$ cat src/rtl/fir_seq_pkg.sv
// Shared types, default widths and tap-index arithmetic for the FIR tap sequencer.
package fir_seq_pkg;

  typedef enum logic [1:0] {
    IDLE    = 2'd0,
    ISSUE   = 2'd1,
    COLLECT = 2'd2,
    OUTPUT  = 2'd3
  } seq_state_e;

  localparam int TAPS_DEF     = 8;
  localparam int INT_IN_DEF   = 1;
  localparam int FRAC_IN_DEF  = 11;
  localparam int INT_OUT_DEF  = 10;
  localparam int FRAC_OUT_DEF = 22;
  localparam int IN_W_DEF     = INT_IN_DEF + FRAC_IN_DEF;
  localparam int OUT_W_DEF    = INT_OUT_DEF + FRAC_OUT_DEF;

  // wptr is the slot the next sample will land in, so the newest sample sits at wptr-1.
  function automatic int unsigned tap_index(int unsigned wptr, int unsigned offset,
                                            int unsigned taps);
    return (wptr + 2 * taps - 1 - offset) % taps;
  endfunction

endpackage

$ cat src/rtl/sample_ring.sv
// Circular delay line: one write port at a wrapping pointer, one read port addressed
// by age (0 = newest). A read in the same cycle as a write already sees the new sample.
module sample_ring
  import fir_seq_pkg::*;
#(
  parameter int taps_p  = 8,
  parameter int width_p = 12,
  localparam int addr_w = $clog2(taps_p)
) (
  input  logic               clk,
  input  logic               rst_n,
  input  logic               wr_en,
  input  logic [width_p-1:0] wr_data,
  input  logic [addr_w-1:0]  rd_offset,
  output logic [width_p-1:0] rd_data
);

  logic [width_p-1:0] line [taps_p];
  logic [addr_w-1:0]  wptr;
  logic [addr_w-1:0]  wptr_next;
  logic [addr_w-1:0]  rd_idx;

  assign wptr_next = wr_en ? wptr + 1'b1 : wptr;
  assign rd_idx    = addr_w'(tap_index(32'(wptr_next), 32'(rd_offset), taps_p));
  assign rd_data   = (wr_en && rd_idx == wptr) ? wr_data : line[rd_idx];

  always_ff @(posedge clk or negedge rst_n) begin
    if (!rst_n) begin
      wptr <= '0;
      for (int i = 0; i < taps_p; i++) line[i] <= '0;
    end else if (wr_en) begin
      line[wptr] <= wr_data;
      wptr       <= wptr_next;
    end
  end

endmodule

$ cat src/rtl/fir_tap_sequencer.sv
// Feeds (sample, coefficient) pairs to a never-clearing MAC and reports each pass as the
// accumulator delta. Define FIR_ZERO_SKIP_EN to skip taps whose coefficient is zero.
module fir_tap_sequencer
  import fir_seq_pkg::*;
#(
  parameter int taps_p     = TAPS_DEF,
  parameter int int_in_p   = INT_IN_DEF,
  parameter int frac_in_p  = FRAC_IN_DEF,
  parameter int int_out_p  = INT_OUT_DEF,
  parameter int frac_out_p = FRAC_OUT_DEF,
  localparam int in_w      = int_in_p + frac_in_p,
  localparam int out_w     = int_out_p + frac_out_p,
  localparam int addr_w    = $clog2(taps_p)
) (
  input  logic              clk_i,
  input  logic              reset_i,
  input  logic [in_w-1:0]   sample_i,
  input  logic              sample_valid_i,
  output logic              sample_ready_o,
  input  logic              coef_we_i,
  input  logic [addr_w-1:0] coef_addr_i,
  input  logic [in_w-1:0]   coef_data_i,
  output logic [in_w-1:0]   mac_a_o,
  output logic [in_w-1:0]   mac_b_o,
  output logic              mac_valid_o,
  input  logic              mac_ready_i,
  input  logic [out_w-1:0]  mac_data_i,
  input  logic              mac_valid_i,
  output logic              mac_ready_o,
  output logic [out_w-1:0]  y_o,
  output logic              y_valid_o,
  input  logic              y_ready_i
);

  localparam logic [addr_w-1:0] last_k = addr_w'(taps_p - 1);

  seq_state_e        state, state_next;
  logic [addr_w-1:0] k, k_next;
  logic [in_w-1:0]   coef [taps_p];
  logic [in_w-1:0]   op_a, op_b;
  logic [in_w-1:0]   ring_rd, coef_rd;
  logic [out_w-1:0]  y_q, base_q;
  logic              accept, load_op, issue_valid, y_load, y_zero, pass_done;

  assign accept = sample_valid_i && (state == IDLE);

  sample_ring #(
    .taps_p (taps_p),
    .width_p(in_w)
  ) u_ring (
    .clk      (clk_i),
    .rst_n    (reset_i),
    .wr_en    (accept),
    .wr_data  (sample_i),
    .rd_offset(k_next),
    .rd_data  (ring_rd)
  );

  // Operands are captured when a tap is entered, so coefficient writes during a stall
  // cannot disturb a pair already presented to the MAC.
  assign coef_rd = (coef_we_i && coef_addr_i == k_next) ? coef_data_i : coef[k_next];

`ifdef FIR_ZERO_SKIP_EN
  logic more_nonzero;
  always_comb begin
    more_nonzero = 1'b0;
    for (int i = 0; i < taps_p; i++)
      if (i > int'(k) && coef[i] != '0) more_nonzero = 1'b1;
  end
  assign pass_done = (k == last_k) || !more_nonzero;
`else
  assign pass_done = (k == last_k);
`endif

  always_comb begin
    state_next  = state;
    k_next      = k;
    issue_valid = 1'b0;
    y_load      = 1'b0;
    y_zero      = 1'b0;
    case (state)
      IDLE: begin
        if (sample_valid_i) begin
          state_next = ISSUE;
          k_next     = '0;
        end
      end
      ISSUE: begin
`ifdef FIR_ZERO_SKIP_EN
        if (op_b == '0) begin
          if (k == last_k) begin
            state_next = OUTPUT;
            y_zero     = 1'b1;
          end else begin
            k_next = k + 1'b1;
          end
        end else
`endif
        begin
          issue_valid = 1'b1;
          if (mac_ready_i) state_next = COLLECT;
        end
      end
      COLLECT: begin
        if (mac_valid_i) begin
          if (pass_done) begin
            state_next = OUTPUT;
            y_load     = 1'b1;
          end else begin
            k_next     = k + 1'b1;
            state_next = ISSUE;
          end
        end
      end
      OUTPUT: begin
        if (y_ready_i) state_next = IDLE;
      end
      default: state_next = IDLE;
    endcase
  end

  assign load_op = (state_next == ISSUE) && !((state == ISSUE) && (k_next == k));

  always_ff @(posedge clk_i or negedge reset_i) begin
    if (!reset_i) begin
      state  <= IDLE;
      k      <= '0;
      op_a   <= '0;
      op_b   <= '0;
      y_q    <= '0;
      base_q <= '0;
      for (int i = 0; i < taps_p; i++) coef[i] <= '0;
    end else begin
      state <= state_next;
      k     <= k_next;
      if (coef_we_i) coef[coef_addr_i] <= coef_data_i;
      if (load_op) begin
        op_a <= ring_rd;
        op_b <= coef_rd;
      end
      // Modular subtraction keeps the per-pass delta exact across accumulator wrap.
      if (y_load) begin
        y_q    <= mac_data_i - base_q;
        base_q <= mac_data_i;
      end else if (y_zero) begin
        y_q <= '0;
      end
    end
  end

  assign sample_ready_o = (state == IDLE);
  assign mac_valid_o    = issue_valid;
  assign mac_a_o        = op_a;
  assign mac_b_o        = op_b;
  assign mac_ready_o    = (state == COLLECT) && mac_valid_i;
  assign y_o            = y_q;
  assign y_valid_o      = (state == OUTPUT);

endmodule

$ cat config.mk
export PLATFORM = sky130hd
export DESIGN_NAME = fir_tap_sequencer
export DESIGN_NICKNAME = d
export VERILOG_FILES = /design/src/rtl/fir_seq_pkg.sv /design/src/rtl/sample_ring.sv /design/src/rtl/fir_tap_sequencer.sv
export SDC_FILE = /design/constraint.sdc
export NUM_CORES = 1
export LEC_CHECK = 0
export CAP_MARGIN = 20
export CORE_MARGIN = 2
export CORE_UTILIZATION = 35
export CTS_CLUSTER_DIAMETER = 50
export CTS_CLUSTER_SIZE = 30
export DETAILED_ROUTE_END_ITERATION = 10
export HOLD_SLACK_MARGIN = 0.08
export SYNTH_ARGS = -nofsm -noshare
export SYNTH_HDL_FRONTEND = slang
export SYNTH_SLANG_ARGS = --single-unit
export TNS_END_PERCENT = 10
$ cat constraint.sdc
create_clock -name clk_i -period 3.5 [get_ports clk_i]
set_input_delay 0.875 -clock clk_i [delete_from_list [all_inputs] [get_ports clk_i]]
set_output_delay 0.875 -clock clk_i [all_outputs]
set_load 0.01 [all_outputs]
Word level (Yosys, flattened, before mapping)
Cells that the tools add are included.

operators by class
  add/subtract/negate cells = 6
  reduce and logical (&&, ||, !) cells = 10
  bitwise operators = 4
  eq/ne operators = 8
  $lt $le $gt $ge = 6
  mux-type cells = 29

operators by type and width
  kind                                                      count
  bitwise mux 96 bit                                        2
  two-way mux 12 bit                                        8
  binary-select mux 12 bit (select 3 bit)                   2
  demux 12 bit (select 3 bit)                               2
  subtractor 32 bit                                         1
  greater-or-equal comparator 4 bit, second input constant  4
  inverter 3 -> 4 bit                                       4
  two-way mux 3 bit                                         4
  two-way mux 2 bit                                         5
  adder 3 x 1 -> 3 bit, second input constant               3
  == test 3 bit                                             3
  logical AND 1 bit                                         8
  < comparator 4 x 1 -> 1 bit, second input constant        2
  one-hot mux 2 bit (4 select lines)                        1
  one-hot mux 3 bit (2 select lines)                        1
  == test 2 x 1 -> 1 bit, second input constant             2
  == test 2 bit, second input constant                      2
  two-way mux 1 bit                                         4
  == test 3 bit, second input constant                      1
  subtractor 3 x 1 -> 3 bit, second input constant          1
  subtractor 3 bit                                          1
  logical NOT 2 bit                                         1
  logical NOT 1 bit                                         1

word-level totals
  flip-flop bits (word level) = 288
  word-level logic and storage cells = 86

Depth between registers and ports, before layout
Gate-level depths: netlist (run 1).

  depth in word-level cells = 11
  gate-level depth with buffers = 20
  mapped depth without buffers = 14

Modules after synthesis
A second synthesis (run 1) with hierarchy kept.

second synthesis, totals
  cell total of the unflattened synthesis = 1287
  area total of the unflattened synthesis = 14735.4 um2

by module, submodules not included
  module             sequential area each (um2)  times used  area an instance (um2)  cells each
  fir_tap_sequencer  4729.5                      1           9894.5                  964
  sample_ring        2477.4                      1           4840.9                  323

Worst setup path after synthesis (run 1)
OpenSTA, ideal clock, no wires.

  path kind = in2reg
  start point = in mac_valid_i
  end point = reg op_a[10] (netlist: mac_a_o[10])
  path buffers = 5
  arrival time = 4.115 ns
  setup time = 0.132 ns
  cell stages on the path = 16
  required time = 3.368 ns
  setup slack = -0.748 ns
  cells stage by stage = nand3b_1 inv_2 a21oi_1 a21o_1 buf_2 buf_4 buf_4 inv_1 ha_1 clkbuf_1 clkbuf_1 mux4_2 mux2i_1 nor2_1 a21oi_1 o21ai_1

on the way
  longest elaborated chain between the ends = 8
  elaborated cells between the ends (all ways) = 17

RTL lines
  element                                                 line                      text
  start, declared                                         fir_tap_sequencer.sv:28   input logic mac_valid_i,
  two-way mux 3 bit (*)                                   fir_tap_sequencer.sv:105  if (mac_valid_i) begin
  one-hot mux 3 bit (2 select lines) (*)                  fir_tap_sequencer.sv:81   case (state)
  net k_next[0]                                           fir_tap_sequencer.sv:38   logic [addr_w-1:0] k, k_next;
  subtractor 3 bit                                        fir_seq_pkg.sv:22         return (wptr + 2 * taps - 1 - offset) % taps;
  inverter 3 -> 4 bit (implied by the code)               sample_ring.sv:25         assign rd_data = (wr_en && rd_idx == wptr) ? wr_data : line[rd_idx];
  binary-select mux 12 bit (select 3 bit)                 sample_ring.sv:25
  two-way mux 12 bit (implied by the code) (2 in series)  sample_ring.sv:25
  two-way mux 12 bit                                      sample_ring.sv:25
  end signal, assigned                                    fir_tap_sequencer.sv:138  op_a <= ring_rd;
  end, declared                                           fir_tap_sequencer.sv:40   logic [in_w-1:0] op_a, op_b;

The timed path passes the listed nets; every way through them passes the cells marked *. The select of a mux whose other input is x is not followed.
A chain may end at the register's enable or synchronous reset.

Final worst setup path (run 1)
  start point = in sample_valid_i
  end point = reg op_a[8] (netlist: mac_a_o[8])

on the way
  longest elaborated chain between the ends = 10
  elaborated cells between the ends (all ways) = 21

RTL lines
  element                                                 line                     text
  start, declared                                         fir_tap_sequencer.sv:18  input logic sample_valid_i,
  logical AND 1 bit (*)                                   fir_tap_sequencer.sv:45  assign accept = sample_valid_i && (state == IDLE);
  two-way mux 3 bit (*)                                   sample_ring.sv:23        assign wptr_next = wr_en ? wptr + 1'b1 : wptr;
  net u_ring.wptr_next[0]                                 sample_ring.sv:20        logic [addr_w-1:0] wptr_next;
  adder 3 x 1 -> 3 bit (*)                                fir_seq_pkg.sv:22
  subtractor 3 x 1 -> 3 bit (*)                           fir_seq_pkg.sv:22
  subtractor 3 bit (*)                                    fir_seq_pkg.sv:22
  inverter 3 -> 4 bit (implied by the code)               sample_ring.sv:25
  binary-select mux 12 bit (select 3 bit)                 sample_ring.sv:25
  two-way mux 12 bit (implied by the code) (2 in series)  sample_ring.sv:25
  two-way mux 12 bit (*)                                  sample_ring.sv:25

Marks and branches as above.

==> results.rst, run 1 <==
.. list-table::
   :header-rows: 1

   * - Metric
     - Value
   * - Pin count of the biggest net entering global routing
     - 91
   * - First-pass GRT wire length
     - 56900 um
   * - Area taken by flip-flops and latches
     - 7210 um2
   * - Share of layout cells above drive strength 1
     - 29.5%
   * - Root buffer cell
     - clkbuf_16
   * - Signal arrival time at the worst endpoint
     - 3.77 ns
   * - Actual transition at the worst max-transition pin
     - 0.774 ns
   * - Req. time, crit path
     - 3.92 ns
   * - Critical path endpoint category
     - flop
   * - Setup repair after global routing missed its margin
     - false
   * - Number of max-cap violations
     - 0
   * - Count of boundary I/O pins
     - 126
   * - Area share of the leading cell type in the synthesized netlist
     - 50.0%
   * - Synthesized flop and latch total
     - 288
   * - Mapped Nets
     - 1341
   * - Post-CTS setup repair buffer count
     - 0
   * - Post-DP HPWL
     - 23600 um
   * - Number of clock sinks
     - 288
   * - Number of vias per cell
     - 5.04
   * - Setup Skew
     - 0.0327 ns
   * - Syn Std Cell Area
     - 14400 um2
   * - Vias post-DR
     - 10100
   * - Total congestion overflow after global routing
     - 0
   * - Signed area change from the synthesized netlist to the final layout
     - 28.1%
   * - Total detailed-routing wirelength
     - 35300 um
   * - Number of distinct library cells after synthesis
     - 62
   * - Pre-Repair DR Iteration Count
     - 5
   * - Crit path setup slack, layout
     - 0.150 ns
   * - Number of rows in the core area
     - 74
   * - CTS tree
     - done
   * - LEAKAGE
     - 8.28 nW
   * - Clock transition at the registers of the reported paths
     - 0.07 ns
   * - Prevailing post-synth register cell
     - dfrtp_1
   * - Final estimated routing congestion in global placement
     - 0.834
   * - Global-route usage over all layers
     - 17.1%
   * - Ant diodes
     - 0
   * - Cell types with the largest area share after synthesis
     - dfrtp_1, mux2_2, nand2_1, mux4_2, mux2i_1
   * - Crit start category
     - primary input
   * - Core Area
     - 40700 um2
   * - Total power density per cell area
     - 826 nW/um2
   * - Die extent in y
     - 207 um
   * - Initial cell density of the core
     - 35.4%
   * - Result of the run
     - completed
   * - Share of synthesized registers carrying an async set or reset
     - 100%
   * - Total area of multi-input combinational cells
     - 6820 um2
   * - Synthesized area per cell
     - 11.6 um2
   * - CTS HTree Levels
     - 2
   * - Yosys top cell by area
     - dfrtp_1
   * - Post-route fraction of the period consumed by the critical path
     - 95.7%
   * - Class of the tightest hold or removal check
     - primary input to asynchronous set/reset pin
   * - Cells after synthesis
     - 1239
   * - Maximum resistive drop on vdd
     - 0.621 mV
   * - Final Slew Violations
     - 0
   * - Maximum net fanout on the critical path
     - 14
   * - Final core occ
     - 45.3%
   * - Die ar.
     - 42800 um2
   * - Vias in the first global route
     - 10300
   * - Fin nets
     - 1541
   * - Leading cell type in the layout, fill and taps excluded
     - dfrtp_1
   * - Count of buffers inserted at the top-level ports
     - 125
   * - Count of antenna-violating nets left after detailed routing
     - 0
   * - Inserted Clock Buffers
     - 39
   * - Max transition margin
     - 48.4%
   * - Number of enable-type register cells in the synthesized netlist
     - 0
   * - Post-route DRC violation count
     - 0
   * - Highest clock rate
     - 298 MHz
   * - Count of endpoints failing hold in the final timing report
     - 0
   * - Register area share after synthesis
     - 50.0%
   * - Worst skew pair latency
     - 0.57 ns
   * - Number of gates given a new drive strength after cts
     - 0
   * - Final critical-path required period
     - 3.35 ns
   * - Hold_buf cts
     - 0
   * - Number of warnings printed during yosys synthesis
     - 0
   * - Start-to-end type of the worst setup path
     - primary input to flop
   * - Antenna violations before repair
     - 0
   * - Detailed Route Iter0 Violations
     - 431
   * - Die X
     - 207 um
   * - Average detailed-routed wire length per instance
     - 17.6 um
   * - Most frequent cells in the layout
     - dfrtp_1, mux2_2, nand2_1, clkdlybuf4s50_1, buf_4
   * - Filler Cells Inserted
     - 3793
   * - Number of endpoints failing setup at the final stage
     - 0
   * - Worst slack, placed
     - -0.422 ns
   * - Buffer depth of the longest clock path
     - 3
## cell type report
cell class | instances | share of cell area [%]
Inverter | 42 | 0.868
Sequential cell | 288 | 39.0
Multi-Input combinational cell | 837 | 36.9
Tap cell | 532 | 3.61
Clock buffer | 42 | 5.52
Clock inverter | 30 | 2.02
Timing Repair Buffer | 231 | 12.0
## path summary, 6_finish.rpt
kind	depth (start not counted)	end	from	slack, ns
worst max-delay path	12	mac_a_o[8]	sample_valid_i	0.15
worst min-delay path	1	u_ring.line[20]	reset_i	0.31
worst max register to register	14	mac_a_o[8]	k[1]	0.42
worst min register to register	2	y_o[5]	y_o[5]	0.48
max in group asynchronous	2	base_q[28]	reset_i	2.20
min in group clk_i	2	y_o[5]	y_o[5]	0.48
## flip-flops by register name, indices dropped and copies added, names as in the netlist, 3 cells and up
name         count
u_ring.line     96
mac_b_o         12
y_o             32
base_q          32
mac_a_o         12
u_ring.wptr      3
k                3
coef            96
## power by group
part	switching [W]	total, W	internal (W)
clock network	0.00179	0.00419	0.00240
registers	0.000538	0.00481	0.00428
logic	0.00268	0.00624	0.00355
total	0.00501	0.0152	0.0102
## through the flow
step	cell area, um2	setup TNS, ns	total power [W]	hold slack (ns)	std cells
3_3_place_gp	17100	-6.86	0.0110	0.462	1930
3_5_place_dp	17100	-7.78	0.0112	0.470	1930
2_1_floorplan	14600	-0.555	0.00938	0.454	1239
5_1_grt	18500	0	0.0162	0.383	2002
4_1_cts	18500	0	0.0154	0.345	2002
6_report	18500	0	0.0152	0.305	2002
## metal layers
| metal | up-vias | part of all wire [%] | GRT usage (%) |
|---|---|---|---|
| met5 | - | 0 | 0 |
| met4 | 0 | 1.8 | 5.09 |
| met3 | 42 | 4.6 | 3.47 |
| met2 | 167 | 47 | 27.4 |
| met1 | 5004 | 47 | 23.5 |
| li1 | 4872 | - | - |
## cell families after synthesis
kind of cell    synth area share (%)
flops                           50.0
mux                             23.2
simple gates                    8.22
compound gates                  9.80
buf+inv                         3.36
fa+ha+maj                       3.23
xor+xnor                        2.18
## worst max-delay path: stages
cell and delay (ns):
clkdlybuf4s50_1 0.48, or3b_1 0.46, xnor2_1 0.26, ha_4 0.17, inv_2 0.03, fa_2 0.63, buf_12 0.17, mux4_2 0.30
mux2i_1 0.14, nor2_1 0.06, a21oi_1 0.12, o21ai_1 0.07
## cell usage after synthesis, drive strengths merged, types with 3 or more instances
library cell,instances
nand4,5
and2,3
and4,8
mux4,24
buf,29
nand2,146
dfrtp,288
inv,42
and3,7
nand2b,6
o211ai,4
o21ai,90
o2111ai,4
nand4b,3
o31ai,16
mux2i,48
a21o,13
a311oi,13
or2,3
o21a,4
mux2,206
nor2,54
nand3,9
nor3,6
clkbuf,43
ha,34
a31oi,5
a211oi,16
xor2,14
nor3b,3
nor2b,6
xnor2,21
a21oi,39
Note: power is estimated with default switching activity, not from simulation.
==> inputs of run 2 (changes only) <==
Settings changed: CORE_MARGIN 2 to 1.
==> results.rst, run 2 (synthesis results as in run 1) <==
.. list-table::
   :header-rows: 1

   * - Metric
     - Value
   * - Clock transition at the registers of the reported paths
     - 0.07 ns (about the same)
   * - Worst skew pair latency
     - 0.55 ns (was 0.57 ns)
   * - Crit path cell chain
     - clkdlybuf4s50_1 > or3b_1 > xnor2_2 > ha_4 > inv_2 > fa_2 > buf_12 > mux4_2 > mux2i_1 > nor2_1 > a21oi_2 > o21ai_1 (was clkdlybuf4s50_1 > or3b_1 > xnor2_1 > ha_4 > inv_2 > fa_2 > buf_12 > mux4_2 > mux2i_1 > nor2_1 > a21oi_1 > o21ai_1)
   * - Final critical-path required period
     - 3.34 ns (was 3.35 ns)
   * - Number of max-cap violations
     - 0 (unchanged)
   * - Average detailed-routed wire length per instance
     - 17.5 um (was 17.6 um)
   * - Number of vias per cell
     - 5.09 (was 5.04)
   * - Highest clock rate
     - 299 MHz (was 298 MHz)
   * - Share of layout cells above drive strength 1
     - 29.4% (was 29.5%)
   * - Max transition margin
     - 55.6% (was 48.4%)
   * - Die X
     - 205 um (was 207 um)
   * - Pre-Repair DR Iteration Count
     - 7 (was 5)
   * - Antenna violations before repair
     - 3 (was 0)
   * - Number of endpoints failing setup at the final stage
     - 0 (unchanged)
   * - Setup repair after global routing missed its margin
     - false (unchanged)
   * - Post-DP HPWL
     - 22700 um (was 23600 um)
   * - Total power density per cell area
     - 811 nW/um2 (was 826 nW/um2)
   * - Signal arrival time at the worst endpoint
     - 3.73 ns (was 3.77 ns)
   * - CTS HTree Levels
     - 2 (unchanged)
   * - Hold_buf cts
     - 0 (unchanged)
   * - Slowest cell on the critical path
     - fa_2 (unchanged)
   * - Dpl cell area
     - 17000 um2 (was 17100 um2)
   * - Die ar.
     - 42000 um2 (was 42800 um2)
   * - Req. time, crit path
     - 3.89 ns (was 3.92 ns)
   * - Vias in the first global route
     - 10200 (was 10300)
   * - Count of antenna-violating nets left after detailed routing
     - 0 (unchanged)
   * - Core Area
     - 40200 um2 (was 40700 um2)
   * - Number of rows in the core area
     - 73 (was 74)
   * - Start-to-end type of the worst setup path
     - primary input to flop (unchanged)
   * - Number of gates given a new drive strength after cts
     - 0 (unchanged)
   * - Largest delay contributor family on the critical path
     - adder cells (unchanged)
   * - Crit-path max cell delay
     - 0.58 ns (was 0.63 ns)
   * - Setup Skew
     - 0.0239 ns (was 0.0327 ns)
   * - Number of clock sinks
     - 288 (unchanged)
   * - Maximum net fanout on the critical path
     - 24 (was 14)
   * - Leading cell type in the layout, fill and taps excluded
     - dfrtp_1 (unchanged)
   * - Total congestion overflow after global routing
     - 0 (unchanged)
   * - Count of endpoints failing hold in the final timing report
     - 0 (unchanged)
   * - Fin nets
     - 1542 (was 1541)
   * - Critical path endpoint category
     - flop (unchanged)
   * - Maximum resistive drop on vdd
     - 0.621 mV (about the same)
   * - Post-route fraction of the period consumed by the critical path
     - 95.5% (was 95.7%)
   * - Final estimated routing congestion in global placement
     - 0.859 (was 0.834)
   * - Total detailed-routing wirelength
     - 34800 um (was 35300 um)
   * - Count of buffers inserted at the top-level ports
     - 125 (unchanged)
   * - LEAKAGE
     - 8.23 nW (was 8.28 nW)
   * - Post-layout instance area
     - 18300 um2 (was 18500 um2)
   * - Initial cell density of the core
     - 35.9% (was 35.4%)
   * - Filler Cells Inserted
     - 3708 (was 3793)
   * - Count of boundary I/O pins
     - 126 (unchanged)
   * - Buffer depth of the longest clock path
     - 3 (unchanged)
   * - Class of the tightest hold or removal check
     - primary input to asynchronous set/reset pin (unchanged)
   * - Most frequent cells in the layout
     - dfrtp_1, mux2_2, nand2_1, clkdlybuf4s50_1, buf_4 (unchanged)
   * - Post-route DRC violation count
     - 0 (unchanged)
   * - Root buffer cell
     - clkbuf_16 (unchanged)
   * - Signed area change from the synthesized netlist to the final layout
     - 26.9% (was 28.1%)
   * - Pin count of the biggest net entering global routing
     - 81 (was 91)
   * - Detailed Route Iter0 Violations
     - 554 (was 431)
   * - Die extent in y
     - 205 um (was 207 um)
   * - Actual transition at the worst max-transition pin
     - 0.666 ns (was 0.774 ns)
   * - Result of the run
     - completed (unchanged)
   * - Global-route usage over all layers
     - 17.1% (about the same)
   * - Vias post-DR
     - 10200 (was 10100)
   * - Count of buffer and inverter cells on the critical path
     - 3 (unchanged)
   * - Post-route worst hold slack
     - 0.314 ns (was 0.305 ns)
   * - Inserted Clock Buffers
     - 37 (was 39)
   * - CTS tree
     - done (unchanged)
   * - Final Slew Violations
     - 0 (unchanged)
   * - Post-CTS setup repair buffer count
     - 0 (unchanged)
   * - Largest registers
     - coef x96, u_ring.line x96 (unchanged)
   * - First-pass GRT wire length
     - 56200 um (was 56900 um)
   * - Crit start category
     - primary input (unchanged)
-- run 2: cell count changes in the layout (fill, tap and decap cells not counted), moves of 2 or more --
cell,previous run,this run
nor3_2,2,0
nor3_1,4,6
inv_12,5,2
buf_12,13,10
clkbuf_16,40,37
buf_4,93,99
clkinv_2,4,7
clkinvlp_4,3,1
-- run 2: through the flow --
| stage | utilization [%] | std cells | total power (W) | worst slack [ns] | TNS, ns |
|---|---|---|---|---|---|
| 6_report | 45.5 | 1994 | 0.0148 | 0.157 | 0 |
| 5_1_grt | 45.5 | 1993 | 0.0158 | 0.00615 | 0 |
| 4_1_cts | 45.5 | 1993 | 0.0150 | 0.0998 | 0 |
| 3_5_place_dp | 42.4 | 1926 | 0.0111 | -0.455 | -8.06 |
| 3_3_place_gp | 42.4 | 1926 | 0.0110 | -0.373 | -6.55 |
| 2_1_floorplan | - | 1239 | 0.00938 | -0.0594 | -0.555 |
-- run 2: final cells by class --
cell class	instances	area, um2	share of cell area [%]
diodes	1	2.50	0.0137
clock buffers	38	930	5.08
clock inverters	29	317	1.73
inverters	42	160	0.876
multi-input cells	837	6820	37.3
flip-flops and latches	288	7210	39.4
well taps	525	657	3.59
repair buffers	234	2200	12.0
-- run 2: path summary, 6_finish.rpt --
kind	depth (start not counted)	end	slack, ns	start
setup / recovery	12	mac_a_o[6]	0.16	sample_valid_i
hold / removal	1	u_ring.line[44]	0.31	reset_i
setup reg to reg	14	mac_a_o[6]	0.39	k[1]
hold reg to reg	2	mac_b_o[0]	0.48	mac_b_o[0]
max in group asynchronous	2	coef[42]	2.41	reset_i
min in group clk_i	2	mac_b_o[0]	0.48	mac_b_o[0]
-- run 2: power breakdown --
| part | switching (W) | internal [W] | total [W] |
|---|---|---|---|
| sequential | 0.000503 | 0.00428 | 0.00478 |
| clock | 0.00165 | 0.00219 | 0.00383 |
| combinational | 0.00274 | 0.00348 | 0.00621 |
| total | 0.00489 | 0.00994 | 0.0148 |
-- run 2: routing by layer --
layer | track usage (%) | vias to the layer above | routed length (um)
met5 | 0 | - | 26
met1 | 23.7 | 5083 | 16600
met4 | 5.03 | 4 | 595
met2 | 27.0 | 166 | 16000
li1 | - | 4859 | -
met3 | 3.37 | 43 | 1600
==> inputs of run 3 (changes only) <==
Settings changed: HOLD_SLACK_MARGIN 0.08 to unset.
==> results of run 3 <==
Same layout as run 2: the final DEF is identical, and so are final timing and power.
